===== config.mk =====
export PLATFORM = sky130hd
export DESIGN_NAME = pkt_header_parser_v2
export DESIGN_NICKNAME = d
export VERILOG_FILES = /design/src/rtl/pkt_parser_pkg.sv /design/src/rtl/pkt_header_parser_v2_skid.sv /design/src/rtl/pkt_header_parser_v2.sv
export SDC_FILE = /design/constraint.sdc
export NUM_CORES = 1
export LEC_CHECK = 0
export ABC_AREA = 0
export CAP_MARGIN = 20
export CELL_PAD_IN_SITES_DETAIL_PLACEMENT = 1
export CELL_PAD_IN_SITES_GLOBAL_PLACEMENT = 2
export CORE_ASPECT_RATIO = 0.8
export CORE_UTILIZATION = 31
export CTS_BUF_LIST = sky130_fd_sc_hd__clkbuf_8
export CTS_CLUSTER_DIAMETER = 200
export DETAILED_ROUTE_END_ITERATION = 10
export MAX_ROUTING_LAYER = met4
export PLACE_DENSITY = 0.83
export SLEW_MARGIN = 20
export SYNTH_ARGS = -nofsm -noshare
export SYNTH_HDL_FRONTEND = slang
export SYNTH_SLANG_ARGS = --single-unit
export TNS_END_PERCENT = 30

===== constraint.sdc =====
create_clock -name i_clock -period 2.9 [get_ports i_clock]
set_clock_uncertainty 0.05 [all_clocks]
set_input_delay 0.58 -clock i_clock [delete_from_list [all_inputs] [get_ports i_clock]]
set_output_delay 0.58 -clock i_clock [all_outputs]
set_load 0.01 [all_outputs]

===== src/rtl/pkt_parser_pkg.sv =====
// Shared types and constants for the packet header parser.
package pkt_parser_pkg;

  typedef enum logic [1:0] {
    IDLE = 2'd0,
    HDR  = 2'd1,
    PAY  = 2'd2
  } state_e;

  localparam int CTRL_DATA = 'h0;
  localparam int CTRL_IOQ  = 'hFF;

  // The word index is tracked at a fixed 32-bit width so the header and field
  // compares stay exact. Each instance saturates the exported data_count to its
  // own CNT_W.
  localparam int TAG_CNT_W = 32;

  typedef struct packed {
    logic                 mhdr;
    logic                 payload;
    logic                 eop;
    logic                 field_hit;
    logic [TAG_CNT_W-1:0] count;
  } word_tag_t;

  function automatic logic [TAG_CNT_W-1:0] sat_inc(input logic [TAG_CNT_W-1:0] v);
    return (v == '1) ? v : v + 1'b1;
  endfunction

endpackage


===== src/rtl/pkt_header_parser_v2_skid.sv =====
// Two-entry registered valid/ready skid buffer. Entry 1 drives the output
// directly, which gives 1-cycle latency. Entry 2 absorbs the word that arrives
// in the cycle the consumer stalls. in_rdy is registered and reports whether
// entry 2 is empty.
module pkt_skid_buf #(
  parameter int W = 8
) (
  input  logic         i_clock,
  input  logic         i_reset_n,
  input  logic [W-1:0] in_data,
  input  logic         in_vld,
  output logic         in_rdy,
  output logic [W-1:0] out_data,
  output logic         out_vld,
  input  logic         out_rdy
);

  logic [W-1:0] main_q, main_d, skid_q, skid_d;
  logic         main_vld_q, main_vld_d, skid_vld_q, skid_vld_d;
  logic         rdy_q, rdy_d;
  logic         push, pop;

  // Next-state for the two entries. When entry 2 is full, in_rdy is already
  // low, so a pop only refills entry 1 from entry 2.
  always_comb begin
    main_d     = main_q;
    main_vld_d = main_vld_q;
    skid_d     = skid_q;
    skid_vld_d = skid_vld_q;
    push       = in_vld && rdy_q;
    pop        = main_vld_q && out_rdy;
    if (skid_vld_q) begin
      if (pop) begin
        main_d     = skid_q;
        skid_vld_d = 1'b0;
      end
    end else if (push) begin
      if (!main_vld_q || pop) begin
        main_d     = in_data;
        main_vld_d = 1'b1;
      end else begin
        skid_d     = in_data;
        skid_vld_d = 1'b1;
      end
    end else if (pop) begin
      main_vld_d = 1'b0;
    end
    rdy_d = !skid_vld_d;
  end

  // Storage registers. rdy_q resets low so in_rdy is 0 while reset is held.
  always_ff @(posedge i_clock or negedge i_reset_n) begin
    if (!i_reset_n) begin
      main_q     <= '0;
      skid_q     <= '0;
      main_vld_q <= 1'b0;
      skid_vld_q <= 1'b0;
      rdy_q      <= 1'b0;
    end else begin
      main_q     <= main_d;
      skid_q     <= skid_d;
      main_vld_q <= main_vld_d;
      skid_vld_q <= skid_vld_d;
      rdy_q      <= rdy_d;
    end
  end

  assign in_rdy   = rdy_q;
  assign out_data = main_q;
  assign out_vld  = main_vld_q;

endmodule


===== src/rtl/pkt_header_parser_v2.sv =====
// Inline packet header parser. Words are classified as they enter, and the tag
// travels through the skid buffer with the word. Field capture, short-packet
// detection and packet counting act on the output handshake.
//
// state | meaning
// IDLE  | between packets; ctrl!=0 words are module headers
// HDR   | inside the packet header (data index <= H)
// PAY   | inside the payload; the next ctrl!=0 word is the EOP
module pkt_header_parser_v2
  import pkt_parser_pkg::*;
#(
  parameter int DWIDTH     = 64,
  parameter int CTRL_WIDTH = DWIDTH / 8,
  parameter int FIELD_WORD = 1,
  parameter int FIELD_LSB  = 16,
  parameter int FIELD_W    = 16,
  parameter int CNT_W      = 16
) (
  input  logic                  i_clock,
  input  logic                  i_reset_n,
  input  logic [DWIDTH-1:0]     in_data,
  input  logic [CTRL_WIDTH-1:0] in_ctrl,
  input  logic                  in_wr,
  output logic                  in_rdy,
  output logic [DWIDTH-1:0]     out_data,
  output logic [CTRL_WIDTH-1:0] out_ctrl,
  output logic                  out_wr,
  input  logic                  out_rdy,
  input  logic [7:0]            i_hdr_words,
  output logic [CNT_W-1:0]      data_count,
  output logic                  o_inside_payload,
  output logic [FIELD_W-1:0]    o_field,
  output logic                  o_field_valid,
  output logic [31:0]           o_pkt_count,
  output logic                  o_err_short
);

  localparam int TAG_W = $bits(word_tag_t);
  localparam int BUF_W = CTRL_WIDTH + DWIDTH + TAG_W;
  localparam logic [TAG_CNT_W-1:0] CNT_MAX   = TAG_CNT_W'((64'd1 << CNT_W) - 64'd1);
  localparam logic [TAG_CNT_W-1:0] FIELD_IDX = TAG_CNT_W'(FIELD_WORD + 1);

  state_e                  state_q, state_d;
  logic [TAG_CNT_W-1:0]    count_q, count_d;
  logic [7:0]              hdr_len_q, hdr_len_d;
  word_tag_t               in_tag, out_tag;
  logic                    accept, is_data;
  logic [BUF_W-1:0]        buf_in, buf_out;
  logic [CTRL_WIDTH-1:0]   buf_ctrl;
  logic [DWIDTH-1:0]       buf_data;
  logic                    out_fire;
  logic [31:0]             pkt_cnt_q, pkt_cnt_d;
  logic [FIELD_W-1:0]      field_q, field_d;
  logic                    got_field_q, got_field_d;

  // Input-side classification and FSM next state. The state advances only on an accepted word.
  always_comb begin
    state_d   = state_q;
    count_d   = count_q;
    hdr_len_d = hdr_len_q;
    in_tag    = '0;
    accept    = in_wr && in_rdy;
    is_data   = (in_ctrl == CTRL_WIDTH'(CTRL_DATA));
    case (state_q)
      IDLE: begin
        if (is_data) begin
          count_d        = TAG_CNT_W'(1);
          hdr_len_d      = i_hdr_words;
          in_tag.count   = TAG_CNT_W'(1);
          in_tag.payload = (i_hdr_words == 8'd0);
          state_d        = (i_hdr_words == 8'd0) ? PAY : HDR;
        end else begin
          in_tag.mhdr = 1'b1;
        end
      end
      HDR, PAY: begin
        count_d      = sat_inc(count_q);
        in_tag.count = count_d;
        if (is_data) begin
          in_tag.payload = (state_q == PAY) || (count_q >= TAG_CNT_W'(hdr_len_q));
          if (in_tag.payload) state_d = PAY;
        end else begin
          in_tag.eop     = 1'b1;
          in_tag.payload = (state_q == PAY);
          state_d        = IDLE;
        end
      end
      default: state_d = IDLE;
    endcase
    in_tag.field_hit = is_data && (in_tag.count == FIELD_IDX);
    if (!accept) begin
      state_d   = state_q;
      count_d   = count_q;
      hdr_len_d = hdr_len_q;
    end
  end

  // Input-stage FSM registers.
  always_ff @(posedge i_clock or negedge i_reset_n) begin
    if (!i_reset_n) begin
      state_q   <= IDLE;
      count_q   <= '0;
      hdr_len_q <= '0;
    end else begin
      state_q   <= state_d;
      count_q   <= count_d;
      hdr_len_q <= hdr_len_d;
    end
  end

  assign buf_in = {in_ctrl, in_data, in_tag};

  pkt_skid_buf #(.W(BUF_W)) u_skid (
    .i_clock   (i_clock),
    .i_reset_n (i_reset_n),
    .in_data   (buf_in),
    .in_vld    (in_wr),
    .in_rdy    (in_rdy),
    .out_data  (buf_out),
    .out_vld   (out_wr),
    .out_rdy   (out_rdy)
  );

  assign {buf_ctrl, buf_data, out_tag} = buf_out;
  assign out_data = buf_data;
  assign out_ctrl = buf_ctrl;
  assign out_fire = out_wr && out_rdy;

  // Output-side events. o_field shows the new value in the same cycle as the valid pulse.
  always_comb begin
    o_field_valid = out_fire && out_tag.field_hit;
    o_err_short   = out_fire && out_tag.eop && !got_field_q;
    field_d       = o_field_valid ? buf_data[FIELD_LSB +: FIELD_W] : field_q;
    pkt_cnt_d     = pkt_cnt_q + {31'd0, out_fire && out_tag.eop};
    got_field_d   = got_field_q;
    if (out_fire && out_tag.eop) got_field_d = 1'b0;
    else if (o_field_valid)      got_field_d = 1'b1;
  end

  // Output-side registers: packet counter, held field value, per-packet field flag.
  always_ff @(posedge i_clock or negedge i_reset_n) begin
    if (!i_reset_n) begin
      pkt_cnt_q   <= '0;
      field_q     <= '0;
      got_field_q <= 1'b0;
    end else begin
      pkt_cnt_q   <= pkt_cnt_d;
      field_q     <= field_d;
      got_field_q <= got_field_d;
    end
  end

  assign o_field          = field_d;
  assign o_pkt_count      = pkt_cnt_q;
  assign o_inside_payload = out_wr && out_tag.payload && !out_tag.mhdr;
  assign data_count       = (!out_wr || out_tag.mhdr) ? '0 :
                            (out_tag.count >= CNT_MAX) ? CNT_MAX[CNT_W-1:0] :
                            out_tag.count[CNT_W-1:0];

endmodule

==> results of run 1 <==
[registers in the layout, indices dropped and copies added, names as in the netlist]
name / cells
o_pkt_count: 32
u_skid.in_rdy: 1
count_q: 32
u_skid.skid_vld_q: 1
u_skid.out_data: 108
hdr_len_q: 8
u_skid.out_vld: 1
got_field_q: 1
state_q: 2
field_q: 16
u_skid.skid_q: 108
[what timing repair did]
action,4_1_cts,5_1_grt
gates resized for setup,101,40
cloned,1,1
setup buffers,2,9
endpoints found under the setup margin,35,22
endpoints found under the hold margin,56,0
pin swaps,6,14
hold buffers,1,0
[cell families after synthesis]
logic type / synth area share
AOI/OAI and AO/OA: 0.1171
xor gates and xnor gates: 0.02268
adders and majority gates: 0.01163
buffers and inverters: 0.06872
DFF: 0.5152
muxes: 0.07403
and+or+nand+nor: 0.1907
[worst min-delay path: stages, from the launching register on]
cell and delay, ns:
dfrtp_1 0.34, nand2_1 0.05, nand2_1 0.05
[layer usage]
layer / part of all wire / global-route usage / up-vias
met1: 0.46 / 0.2586 / 6412
met4: 0.024 / 0.06533 / 0
met3: 0.052 / 0.04090 / 79
met5: 0 / - / -
li1: - / - / 6052
met2: 0.46 / 0.3057 / 269
[power by group through the flow]
stage	sequential, W	clock (W)	combinational (W)
finish	0.00699	0.00417	0.00751
floorplan	0.00664	0	0.00479
CTS	0.00698	0.00434	0.00754
global route	0.00720	0.00452	0.00828
global placement	0.00694	0	0.00736
detailed placement	0.00702	0	0.00762
[worst paths after layout]
path	to	cells after the start	startpoint
setup reg to reg	u_skid.out_data[32]	10	count_q[23]
hold / removal	u_skid.skid_q[79]	2	u_skid.skid_q[79]
setup / recovery	u_skid.out_data[32]	10	count_q[23]
hold reg to reg	u_skid.skid_q[79]	2	u_skid.skid_q[79]
max in group asynchronous	u_skid.skid_q[94]	3	i_reset_n
min in group asynchronous	o_pkt_count[1]	2	i_reset_n
[per-stage QoR]
| stage | setup TNS (ns) | setup WS (ns) | std cells | hold slack, ns | total power [W] |
|---|---|---|---|---|---|
| 2_1_floorplan | 0 | 0.002317 | 1613 | 0.2344 | 0.01143 |
| 3_3_place_gp | -6.628 | -0.3172 | 2458 | 0.4073 | 0.01429 |
| 3_5_place_dp | -9.116 | -0.3306 | 2458 | 0.4124 | 0.01464 |
| 4_1_cts | -0.6027 | -0.1554 | 2561 | 0.3955 | 0.01885 |
| 5_1_grt | -1.540 | -0.2596 | 2571 | 0.4252 | 0.02001 |
| 6_report | -0.3494 | -0.1185 | 2572 | 0.4235 | 0.01867 |
[cell usage in the layout (no fill, tap or decap), drive strengths merged, types with 2 or more instances in the layout]
cell type / Yosys / layout
nand2: 326 / 326
dfrtp: 310 / 310
buf: 95 / 205
clkdlybuf4s50: 0 / 190
a21oi: 155 / 155
nor2: 150 / 150
mux2i: 81 / 81
clkbuf: 80 / 73
o21ai: 57 / 57
nand3: 40 / 40
inv: 20 / 35
xnor2: 29 / 29
mux2: 27 / 27
nand4: 25 / 25
nor3: 24 / 24
nor4: 22 / 22
o21a: 21 / 21
o31ai: 18 / 18
dlygate4sd2: 0 / 17
ha: 14 / 14
and3: 13 / 13
or3: 11 / 11
a21o: 11 / 11
xor2: 10 / 10
clkinv: 0 / 10
or4: 10 / 10
and4: 9 / 9
a22o: 8 / 8
o31a: 6 / 6
and2: 6 / 6
o211ai: 5 / 5
nand2b: 4 / 4
o41ai: 3 / 3
a31oi: 2 / 2
a211oi: 2 / 2
o22ai: 2 / 2
a22oi: 2 / 2
clkinvlp: 0 / 2
[layout make-up]
cell class | count | area (µm²) | share of cell area
sequential | 310 | 7761 | 0.3851
multi-input combinational | 1108 | 6526 | 0.3238
timing repair buffer | 414 | 3881 | 0.1926
clock buffer | 72 | 991.0 | 0.04917
tap | 620 | 775.7 | 0.03849
clock inverter | 27 | 140.1 | 0.006953
inverter | 20 | 75.07 | 0.003725
antenna | 1 | 2.502 | 0.0001242
==> results_dict.tcl, run 1 <==
set metrics [dict create \
    outcome "finished with violations" \
    violations "setup timing" \
    ff2ff_setup_slack_ns -0.12 \
    synth_nets 1711 \
    h-tree-depth 2 \
    synthTopCellsByCount "nand2_1 (326), dfrtp_1 (310), a21oi_1 (155)" \
    cp_common_cell "nand4_1" \
    finalSetupViolCount 4 \
    p_comb_frac 0.402 \
    insertion_delay_ns 0.64 \
    placed_cell_area_um2 18730 \
    syn_inst 1613 \
    grt_pass1_vias 13460 \
    syn_area_um2 15060 \
    cts_tree "yes" \
    avgSynthCellArea_um2 9.336 \
    clk_path_buf_depth 3 \
    worst_slew_pin_slew_ns 0.6497 \
    wl_per_cell_um 18.50 \
    synth.most_common_cell "nand2_1" \
    timing.fmax_ghz 0.3313 \
    max-cap-violations 0 \
    syn_to_final_growth_pct 33.83 \
    pin_count 225 \
    powerDensity_nw_per_um2 926.6 \
    die_x_um 248.4 \
    rows 71 \
    vias 12810 \
    period_needed_ns 3.018 \
    ys_ff_latch 310 \
    p_leak_nw 9.077 \
    cp_slowest_cell "or4_1" \
    slew_violations 0 \
    yosysUniqueCellTypes 59 \
    crit_fanout 10 \
    ant_nets 0 \
    synth.area.top_cells "dfrtp_1 (52%), nand2_1 (8.1%), mux2i_1 (5.4%), a21oi_1 (5.2%), buf_4 (3.7%)" \
    track_usage 0.1974 \
    fin_util 0.4248 \
    critPathRequiredTime_ns 3.42 \
    die_y_um 199.1 \
    synth-edff-count 0 \
    synth_top_area_frac 0.5152 \
    internal_power_w 0.01166 \
    via_per_inst 4.981 \
    grt_max_degree 85 \
    num-fill-cells 5424 \
    wl_um 47580 \
    initial_utilization 0.3174 \
    seqPwrFrac 0.374 \
    yosysSeqAreaShare 0.5152 \
    drtIter0Drc 651 \
    switching_share 0.3756 \
    gp_congestion 0.8580 \
    synthArstFlopShare 1.000 \
    die_area_um2 49470 \
    rsz0062_at_grt "true" \
    power_frac_clock 0.224 \
    critPathLaunchType "flip-flop" \
    antenna_found_initial 1 \
    clk_pin_slew_ns 0.06 \
    hpwl_um 33390 \
    crit_family "simple AND/OR/NAND/NOR gates" \
    io_buffers 224 \
    setup_slack_ns -0.1185 \
    fin_crit_sh 1.041 \
    path_cells "nand4_1 -> or3_4 -> nor4_4 -> buf_12 -> or4_4 -> a21oi_2 -> nor4b_4 -> nand4_1 -> or4_1 -> a31oi_1" \
    irDropWorstVdd_mv 0.5485 \
    synth-main-ff-cell "dfrtp_1" \
    worstPathArrival_ns 3.53 \
    drc 0 \
    cts_root_buffer "clkbuf_8" \
    hp-class "reg2reg" \
    critPathBufInv 1 \
    core_area_um2 47440 \
    fin_nets 2006 \
    finalHoldViolCount 0 \
    crit_type "reg2reg" \
    end_kind "flip-flop" \
    yosysTopAreaCell "dfrtp_1" \
    drive_gt1_frac 0.1876 \
    yosys_warnings 0 \
    max_stage_delay_ns 0.54 \
    grt_pass1_wl_um 75300 \
    p_switching_w 0.007014 \
    numCtsBuffers 54 \
    slew_headroom 0.5628 \
    dr.pass1.iters 4 \
    fin_area_um2 20150 \
    gr-total-overflow 0 \
    numClockSinks 310 \
]
Note: power is estimated with default switching activity, not from simulation.
==> inputs of run 2 (changes only) <==
- CORE_ASPECT_RATIO: 0.8 -> 0.7
- CTS_BUF_LIST: sky130_fd_sc_hd__clkbuf_8 -> sky130_fd_sc_hd__clkbuf_2
- CTS_CLUSTER_SIZE: not set -> 10
==> run 2 against run 1 <==
The run still ends with setup timing left; die area about the same; flip-flop and latch count unchanged; worst hold slack worse by 0.25 ns; non-clock buffer count up 15; final cell count down 0.27%; register-to-register slack worse by 0.21 ns; sequential share of layout area up 1.8 points; cell area down 4.4%; critical endpoint is now data_count[6]; largest cell class unchanged.
==> results_dict.tcl, run 2 (synthesis gave the netlist of run 1 again) <==
set metrics [dict create \
    timing.fmax_ghz 0.3046 \
    end_kind "output pin" \
    p_leak_nw 8.658 \
    clk_pin_slew_ns 0.21 \
    cp-startpoint "u_skid.out_data[16]" \
    ant_nets 0 \
    crit_end "data_count[6]" \
    fin_crit_sh 1.132 \
    die_y_um 186.4 \
    core_area_um2 47870 \
    initial_utilization 0.3146 \
    grt_pass1_wl_um 76030 \
    via_per_inst 4.958 \
    final_common_cell "nand2_1" \
    hp-class "in2reg" \
    hpwl_um 33750 \
    regToRegStartpoint "count_q[24]" \
    crit_type "reg2out" \
    insertion_delay_ns 0.89 \
    reg2reg_depth 10 \
    rows 67 \
    syn_to_final_growth_pct 27.97 \
    die_x_um 265.4 \
    vias 12720 \
    final_cell_mix "nand2_1 (326), dfrtp_1 (309), clkdlybuf4s50_1 (189), buf_4 (186), a21oi_1 (153)" \
    stdcell_count 2565 \
    grt_pass1_vias 13230 \
    h-tree-depth 2 \
    clk_path_buf_depth 3 \
    cts_tree "yes" \
    io_buffers 224 \
    drive_gt1_frac 0.1740 \
    critPathLaunchType "flip-flop" \
    period_needed_ns 3.283 \
    die_area_um2 49470 \
    fin_area_um2 19270 \
    numCtsBuffers 36 \
    holdPathStages 3 \
    dr.pass1.iters 5 \
    cp_common_cell "buf_4" \
    place_inst 2511 \
    worstPathArrival_ns 2.65 \
    crit_fanout 7 \
    fin_util 0.4026 \
    max-cap-violations 0 \
    max_stage_delay_ns 0.43 \
    pin_count 225 \
    num-fill-cells 5466 \
    irDropWorstVdd_mv 0.5336 \
    powerDensity_nw_per_um2 866.4 \
    violations "setup timing" \
    slew_headroom 0.4083 \
    ff2ff_setup_slack_ns -0.33 \
    wl_per_cell_um 18.45 \
    outcome "finished with violations" \
    setup_slack_ns -0.3829 \
    drtIter0Drc 732 \
    finalHoldViolCount 0 \
    fin_nets 2004 \
    track_usage 0.1989 \
    placed_cell_area_um2 18860 \
    numClockSinks 310 \
    grt_max_degree 81 \
    drc 0 \
    cts_root_buffer "clkbuf_2" \
    antenna_found_initial 2 \
    worst_slew_pin_slew_ns 0.8846 \
    finalSetupViolCount 19 \
    cp_slowest_cell "dfrtp_1" \
    wl_um 47310 \
    gp_congestion 0.9212 \
    worstReg2RegEnd "u_skid.out_data[32]" \
    rsz0062_at_grt "true" \
    finalPower_w 0.01670 \
    path_cells "nor4_2 -> buf_4 -> and4_4 -> o41ai_4 -> buf_4 -> o21a_1 -> buf_2" \
    slew_violations 0 \
    critPathRequiredTime_ns 2.27 \
    gr-total-overflow 0 \
]
run 2: cell types whose count changed in the layout (fill, tap and decap cells not counted), moves of 15 or more:
cell / delta
clkbuf_8: -72
clkbuf_2: +37
buf_4: +19
dlygate4sd2_1: -15
mux2_2: -15
mux2_4: +15
run 2: layout make-up:
cell class	instances	area [µm²]	area share
clock inverter	3	41.29	0.002143
tap	655	819.5	0.04253
antenna	2	5.005	0.0002597
sequential	310	7761	0.4028
clock buffer	37	185.2	0.009610
inverter	20	75.07	0.003896
multi-input combinational	1109	6469	0.3357
timing repair buffer	429	3914	0.2031
run 2: worst max-delay path: cells and delay by family, from the launching register on:
| kind | cells | cell delay [ns] |
|---|---|---|
| AOI/OAI and AO/OA | 2 | 0.32 |
| buffers and inverters | 3 | 0.47 |
| DFF | 1 | 0.43 |
| and+or+nand+nor | 2 | 0.56 |
run 2: metrics by stage:
step / worst slack, ns / setup TNS (ns) / hold slack, ns
2_1_floorplan: 0.002317 / 0 / 0.2344
3_3_place_gp: -0.2226 / -2.393 / 0.4069
3_5_place_dp: -0.2905 / -4.392 / 0.4121
4_1_cts: -0.5597 / -9.777 / 0.01321
5_1_grt: -0.5823 / -11.10 / 0.05289
6_report: -0.3829 / -5.887 / 0.1688
run 2: timing repair:
item	4_1_cts	5_1_grt
hold buffers	3	0
cloned	1	0
setup endpoints to repair	38	38
gates resized for setup	165	8
endpoints found under the hold margin	310	0
buffers inserted	6	2
pin swaps	4	3
run 2: worst min-delay path by stage:
stage	endpoint	start	slack (ns)
2_1_floorplan	count_q[0]	i_reset_n	0.23
3_3_place_gp	u_skid.skid_q[40]	u_skid.skid_q[40]	0.41
3_5_place_dp	u_skid.skid_q[74]	u_skid.skid_q[74]	0.41
4_1_cts	u_skid.skid_q[69]	in_data[33]	0.01
5_1_grt	u_skid.skid_q[59]	in_data[23]	0.05
6_report	u_skid.skid_q[98]	in_data[62]	0.17
run 2: where the power goes:
group	switching (W)	leakage, nW	internal (W)	total, W
logic	0.00412	4.64	0.00372	0.00785
registers	0.00102	3.85	0.00587	0.00690
clock network	0.00152	0.172	0.000428	0.00195
run 2: metal layers:
layer  vias up  GRT usage  routed length (µm)  part of all wire
li1       6011          -                   -                 -
met1      6350     0.2812               23040              0.49
met2       285     0.2930               20670              0.44
met3        72    0.03603                2513             0.053
met4         0    0.04936                1089             0.023
met5         -          -                   0                 0
